[config.mk]
export PLATFORM = sky130hd
export DESIGN_NAME = alu_result_tx
export DESIGN_NICKNAME = d
export VERILOG_FILES = /design/src/rtl/alu_result_tx.sv
export SDC_FILE = /design/constraint.sdc
export NUM_CORES = 1
export LEC_CHECK = 0
export CORE_MARGIN = 10
export CORE_UTILIZATION = 43
export CTS_BUF_LIST = sky130_fd_sc_hd__clkbuf_4
export DETAILED_ROUTE_END_ITERATION = 6
export GPL_TIMING_DRIVEN = 0
export PLACE_DENSITY_LB_ADDON = 0.08
export SLEW_MARGIN = 15
export SYNTH_ARGS = -nofsm -noshare
export SYNTH_HDL_FRONTEND = slang
export SYNTH_SLANG_ARGS = --single-unit
export TNS_END_PERCENT = 5
[constraint.sdc]
create_clock -name clk -period 3.05 [get_ports clk]
set_input_delay 0.61 -clock clk [delete_from_list [all_inputs] [get_ports clk]]
set_output_delay 0.61 -clock clk [all_outputs]
set_load 0.03 [all_outputs]
[src/rtl/alu_result_tx.sv]
// ============================================================================
// Module      : alu_result_tx
// Description : Serialises 16-bit ALU results into a valid/ready byte stream,
//               with a 1-entry pending buffer and a saturating drop counter.
//               Optional checksum byte: define ALU_RESULT_TX_CHKSUM_EN.
// Revision    : 1.0 - initial release
// ============================================================================
`default_nettype none

module alu_result_tx #(
  parameter int MSB_FIRST = 0
) (
  input  logic        clk,
  input  logic        RST,
  input  logic [15:0] ALU_OUT,
  input  logic        OUT_Valid,
  input  logic        TX_Ready,
  output logic [7:0]  TX_DATA,
  output logic        TX_Valid,
  output logic        Busy,
  output logic [7:0]  Drop_Cnt
);

`ifdef ALU_RESULT_TX_CHKSUM_EN
  typedef enum logic [1:0] {
    IDLE     = 2'd0,
    SEND_B0  = 2'd1,
    SEND_B1  = 2'd2,
    SEND_CHK = 2'd3
  } state_t;
`else
  typedef enum logic [1:0] {
    IDLE    = 2'd0,
    SEND_B0 = 2'd1,
    SEND_B1 = 2'd2
  } state_t;
`endif

  localparam logic [7:0] c_drop_max = 8'hFF;

  state_t      r_state;
  logic [15:0] r_active;
  logic [15:0] r_pend;
  logic        r_pend_full;
  logic [7:0]  r_tx_data;
  logic        r_tx_valid;
  logic [7:0]  r_drop_cnt;

  state_t      w_state_nxt;
  logic [15:0] w_active_nxt;
  logic [15:0] w_pend_nxt;
  logic        w_pend_full_nxt;
  logic [7:0]  w_tx_data_nxt;
  logic        w_tx_valid_nxt;
  logic [7:0]  w_drop_nxt;
  logic        w_xfer;
  logic        w_last;

  function automatic logic [7:0] first_byte(input logic [15:0] w);
    return (MSB_FIRST != 0) ? w[15:8] : w[7:0];
  endfunction

  function automatic logic [7:0] second_byte(input logic [15:0] w);
    return (MSB_FIRST != 0) ? w[7:0] : w[15:8];
  endfunction

  assign w_xfer = r_tx_valid & TX_Ready;

  always_comb begin
    w_state_nxt     = r_state;
    w_active_nxt    = r_active;
    w_pend_nxt      = r_pend;
    w_pend_full_nxt = r_pend_full;
    w_tx_data_nxt   = r_tx_data;
    w_tx_valid_nxt  = r_tx_valid;
    w_drop_nxt      = r_drop_cnt;
    w_last          = 1'b0;

    case (r_state)
      IDLE: begin
        if (OUT_Valid) begin
          w_active_nxt   = ALU_OUT;
          w_state_nxt    = SEND_B0;
          w_tx_data_nxt  = first_byte(ALU_OUT);
          w_tx_valid_nxt = 1'b1;
        end
      end
      SEND_B0: begin
        if (w_xfer) begin
          w_state_nxt   = SEND_B1;
          w_tx_data_nxt = second_byte(r_active);
        end
      end
      SEND_B1: begin
        if (w_xfer) begin
`ifdef ALU_RESULT_TX_CHKSUM_EN
          w_state_nxt   = SEND_CHK;
          w_tx_data_nxt = r_active[15:8] ^ r_active[7:0];
`else
          w_last        = 1'b1;
`endif
        end
      end
`ifdef ALU_RESULT_TX_CHKSUM_EN
      SEND_CHK: begin
        w_last = w_xfer;
      end
`endif
      default: begin
        w_state_nxt    = IDLE;
        w_tx_valid_nxt = 1'b0;
      end
    endcase

    // Last byte leaving frees the active slot, so a new word never drops here.
    if (w_last) begin
      if (r_pend_full) begin
        w_active_nxt    = r_pend;
        w_state_nxt     = SEND_B0;
        w_tx_data_nxt   = first_byte(r_pend);
        w_tx_valid_nxt  = 1'b1;
        w_pend_full_nxt = OUT_Valid;
        if (OUT_Valid) begin
          w_pend_nxt = ALU_OUT;
        end
      end else if (OUT_Valid) begin
        w_active_nxt   = ALU_OUT;
        w_state_nxt    = SEND_B0;
        w_tx_data_nxt  = first_byte(ALU_OUT);
        w_tx_valid_nxt = 1'b1;
      end else begin
        w_state_nxt    = IDLE;
        w_tx_valid_nxt = 1'b0;
      end
    end else if ((r_state != IDLE) && OUT_Valid) begin
      if (!r_pend_full) begin
        w_pend_nxt      = ALU_OUT;
        w_pend_full_nxt = 1'b1;
      end else if (r_drop_cnt != c_drop_max) begin
        w_drop_nxt = r_drop_cnt + 8'd1;
      end
    end
  end

  always_ff @(posedge clk) begin
    if (RST) begin
      r_state     <= IDLE;
      r_active    <= 16'h0000;
      r_pend      <= 16'h0000;
      r_pend_full <= 1'b0;
      r_tx_data   <= 8'h00;
      r_tx_valid  <= 1'b0;
      r_drop_cnt  <= 8'h00;
    end else begin
      r_state     <= w_state_nxt;
      r_active    <= w_active_nxt;
      r_pend      <= w_pend_nxt;
      r_pend_full <= w_pend_full_nxt;
      r_tx_data   <= w_tx_data_nxt;
      r_tx_valid  <= w_tx_valid_nxt;
      r_drop_cnt  <= w_drop_nxt;
    end
  end

  assign TX_DATA  = r_tx_data;
  assign TX_Valid = r_tx_valid;
  assign Busy     = (r_state != IDLE) || r_pend_full;
  assign Drop_Cnt = r_drop_cnt;

endmodule

`default_nettype wire

Yosys cells after proc, flatten, opt, wreduce, memory -nomap -nowiden
Cells that the tools add are included.
{"block": "totals", "memories": 0, "output_inout_bits": 18, "wordCells": 62, "latch_bits": 0, "ff_bits": 52, "inputBits": 20, "rom_bits": 0, "mem_bits_rw": 0}
{"block": "op_classes", "n_addsub": 1, "reduce_logical": 10, "magnitude_cmp": 0, "n_mux": 32, "multipliers": 0, "n_div": 0, "bitwise": 2, "shift": 0, "n_eq_ne": 10}
{"operator": "$mux 16", "n": 10}
{"operator": "$mux 8", "n": 5}
{"operator": "$pmux 8 s2", "n": 1}
{"operator": "$mux 1", "n": 11}
{"operator": "$add 8x1->8 const B", "n": 1}
{"operator": "$ne 8x8->1 const B", "n": 1}
{"operator": "$reduce_and 4->1", "n": 2}
{"operator": "$mux 2", "n": 3}
{"operator": "$ne 2x2->1 const B", "n": 3}
{"operator": "$ne 3x3->1 const B", "n": 2}
{"operator": "$pmux 2 s3", "n": 1}
{"operator": "$ne 2x1->1 const B", "n": 2}
{"operator": "$reduce_bool 2->1", "n": 2}
{"operator": "$reduce_and 3->1", "n": 1}
{"operator": "$eq 2x1->1 const B", "n": 1}
{"operator": "$eq 2x2->1 const B", "n": 1}
{"operator": "$logic_not 2->1", "n": 1}
{"operator": "$pmux 1 s2", "n": 1}
{"operator": "$reduce_and 2->1", "n": 1}
{"operator": "$reduce_or 2->1", "n": 1}
{"operator": "$and 1x1->1", "n": 1}
{"operator": "$logic_and 1x1->1", "n": 1}
{"operator": "$logic_or 1x1->1", "n": 1}
{"operator": "$not 1->1", "n": 1}

Depth between registers and ports, before layout
{"block": "logic_depth", "ltp_word": 6, "depth_mapped": 7, "mapped_depth_nobuf": 5}

Worst setup path before layout
OpenSTA, ideal clock, no wires.
{"block": "synth_timing", "path_kind": "in2reg", "start": "input port OUT_Valid", "end": "register r_drop_cnt[4] (netlist: Drop_Cnt[4])", "t_arrival_ps": 1801, "path_buffers": 2, "t_required_ps": 2980, "setup_time_ps": 70, "setup_slack_ps": 1178, "cell_stages": 6, "path_cell_list": "buf_2 -> nand2_1 -> a21o_1 -> buf_6 -> or4_1 -> a21oi_1"}
{"block": "synth_via", "elab_chain_len": 2}
{"element": "start, declared", "line_no": "16", "rtl": "input logic OUT_Valid,"}
{"element": "$logic_and 1x1->1", "line_no": "135", "rtl": "end else if ((r_state != IDLE) && OUT_Valid) begin"}
{"element": "$reduce_and 4->1 (no source line)"}
{"element": "end signal, assigned", "line_no": "161", "rtl": "r_drop_cnt <= w_drop_nxt;"}
{"element": "end, declared", "line_no": "47", "rtl": "logic [7:0] r_drop_cnt;"}
Every way passes these cells.
A chain may end at the register's enable or synchronous reset.

Worst setup path after layout
{"block": "layout_timing", "start": "register r_state[1]", "end": "output port Busy"}
{"block": "layout_via", "elab_chain_len": 2}
{"element": "start, declared", "line_no": "41", "rtl": "state_t r_state;"}
{"element": "start signal, assigned", "line_no": "155", "rtl": "r_state <= w_state_nxt;"}
{"element": "$reduce_bool 2->1", "line_no": "167", "rtl": "assign Busy = (r_state != IDLE) || r_pend_full;"}
{"element": "$logic_or 1x1->1", "line_no": "167"}
{"element": "end, declared", "line_no": "20", "rtl": "output logic Busy,"}
Every way passes these cells.

==> metrics.cfg <==
[sta]
fin_crit_sh_pct=83.67
rsz0062_at_grt=false
fin_setup_tns_ps=0
fmax_ghz=0.3918
setup_viol=0
min_period_ps=2552
worst_pin_slew_ps=816.6
hold_viol=0
fin_worst_skew_ps=9.055
slew_viol_final=0
slew_headroom_pct=45.56

[drt]
drc=0
ant_nets=0
wl_um=5698
drt_iter0_drc=113
vias=1923
firstDrtPassIters=4
viasPerCell=5.463
wire_per_inst_um=16.19

[die]
die_area_um2=8078
fp.dieW_um=89.88
fp-row-count=25
core_um2=4723
initial_utilization_pct=44.45
ios=38
die_y_um=89.88

[global_routing]
grt.total_usage_pct=14.07
grt_pass1_wl_um=9397
grt_pass1_vias=1891
gr-total-overflow=0
grt_max_degree=14
antenna_found_initial=0

[finish]
antenna_cells=0
layout_common_cells=dfxtp_1, nand2_1, clkdlybuf4s50_1, mux2i_1, a21oi_1
fin_nets=305
nFillCells=479
fin_util_pct=55.76
final_layout_size_suffix_gt1_share_pct=7.719
area_delta_synth_final_pct=25.45

[logic_synthesis]
synth_top_family_by_area=compound AO/OA/AOI/OAI gates
synth_compound_area_share_pct=24.02
synth_top_area_share_pct=41.95
ys.flop_type=dfxtp_1
synth-simple-area-share_pct=17.58
ys_seq_area_share_pct=41.95
synth_area_leaders=dfxtp_1, mux2i_1, nand2_1
yosysWarnings=0
synth_top_area_cell=dfxtp_1
async_flop_share_pct=0
synth_cell_type_count=43
synth_fp_nets=261
synth_edf_count=0
synth_cells=240
synthAdderAreaFrac_pct=0.5959
syn_area_um2=2100
synthMuxAreaShare_pct=10.07
avgSynthCellArea_um2=8.748
ys_ff_latch=44
synthXorXnorAreaFrac_pct=0

[hold_path]
holdPathStages=2
min-delay-start=r_pend[11]$_SDFFE_PP0P_
hold_class=reg2reg

[outcome]
status=finished, final reports clean

[pwr]
pwr-share-clk_pct=30.9
p_leak_nw=0.9539
p_switching_mw=0.3362
combPwrFrac_pct=18.0
power_switching_share_pct=27.52
power_density_nw_per_um2=463.9
p_seq_share_pct=51.2
intPower_mw=0.8855
worst_ir_drop_vdd_v=0.0002958

[worst_setup_path]
reg2reg_from=TX_Valid$_SDFFE_PP0P_
worst_ep_required_time_ps=2440
end_kind=primary output
r2r_slack_ps=1160
crit_fanout=10
path_class=reg2out
worstRegToRegCells=7
cp.arrival_ps=1940
startpoint_type=register
regToRegEndpoint=r_pend[15]$_SDFFE_PP0P_

[job]
drv_cap=0

[clock_tree]
clockBufferDepth=2
cts_setup_buffers=0
clkTransAtPathRegs_ps=130
cts_inserted_buffers=5
clock_latency_ps=370
postCtsResizedCells=0
root_buffer=clkbuf_4
cts_tree=built
cts.sinks=44
cts_max_level=2
cts_hold_buf=0

[placement]
post-dp-hpwl_um=4010
port_buffers=37
place_congestion=0.8587

==> critical path: stages (launching register included) <==
cell and delay [ps]:
dfxtp_1 390, clkbuf_1 350, or3_1 170, clkdlybuf4s50_1 670
==> area by class of cell <==
type / count / area (um2) / area share [%]
multi-input cells: 171 / 1097 / 41.66
flip-flops and latches: 44 / 880.8 / 33.44
repair buffers: 37 / 370.4 / 14.06
plain buffers: 18 / 95.09 / 3.610
well taps: 67 / 83.83 / 3.183
clock buffers: 6 / 45.04 / 1.710
clock inverters: 2 / 35.03 / 1.330
inverters: 7 / 26.28 / 0.9976
==> power groups by stage <==
stage / clock, mW / sequential [mW] / combinational, mW
after floorplan: 0 / 0.653 / 0.116
after global placement: 0 / 0.638 / 0.217
after detailed placement: 0 / 0.638 / 0.219
after CTS: 0.385 / 0.625 / 0.220
after global routing: 0.405 / 0.629 / 0.239
final: 0.377 / 0.625 / 0.220
==> layer usage <==
metal | routed length, um | vias to the layer above | global-route usage (%)
met4 | 85 | 0 | 5.172
met2 | 2460 | 62 | 21.61
met1 | 2749 | 889 | 18.04
met5 | 0 | - | 0
li1 | - | 964 | -
met3 | 403 | 8 | 4.323
==> cell families (layout without fill, tap and decap cells) <==
| logic type | count (synthesis) | in the layout |
|---|---|---|
| and+or+nand+nor | 79 | 79 |
| buffers and inverters | 25 | 70 |
| muxes | 21 | 21 |
| adders and majority gates | 1 | 1 |
| DFF | 44 | 44 |
| AOI/OAI and AO/OA | 70 | 70 |
==> worst max path at each step <==
stage / start / endpoint / slack (ps) / cells past startpoint
finish: r_state[1]$_SDFFE_PP0P_ / Busy / 500 / 3
detailed placement: TX_Ready / r_pend[12]$_SDFFE_PP0P_ / 490 / 8
CTS: r_state[1]$_SDFFE_PP0P_ / Busy / 500 / 3
floorplan: OUT_Valid / Drop_Cnt[4]$_SDFFE_PP0P_ / 1180 / 6
global route: r_state[1]$_SDFFE_PP0P_ / Busy / 390 / 3
global placement: TX_Ready / r_pend[13]$_SDFFE_PP0P_ / 500 / 8
==> synthesized netlist by cell type (2+ instances only) <==
library cell,n
o21ai_0,3
inv_1,5
nor3_1,3
dfxtp_1,44
or4_1,2
mux2i_1,20
a22oi_1,14
a22o_1,8
a2111oi_0,2
a211oi_1,2
a21oi_1,17
o31ai_1,2
o2bb2ai_1,8
nor2_1,7
clkbuf_1,8
o21a_1,2
nand4_1,2
and2_1,4
nand2_1,44
buf_2,7
buf_6,2
nand3_1,5
or3_1,4
and4b_1,2
a21o_1,3
a31oi_1,2
nand3b_1,2
==> metrics by stage <==
step / setup slack, ps / area [um2] / hold WS (ps) / cells / total power, mW
after floorplan: 1178 / 2100 / 432.2 / 240 / 0.7689
after global placement: 497.3 / 2554 / 443.7 / 344 / 0.8543
after detailed placement: 486.5 / 2554 / 448.0 / 344 / 0.8567
after CTS: 502.5 / 2634 / 466.6 / 352 / 1.231
after global routing: 390.0 / 2634 / 481.5 / 352 / 1.273
final: 498.0 / 2634 / 462.0 / 352 / 1.222
Note: power is estimated with default switching activity, not from simulation.
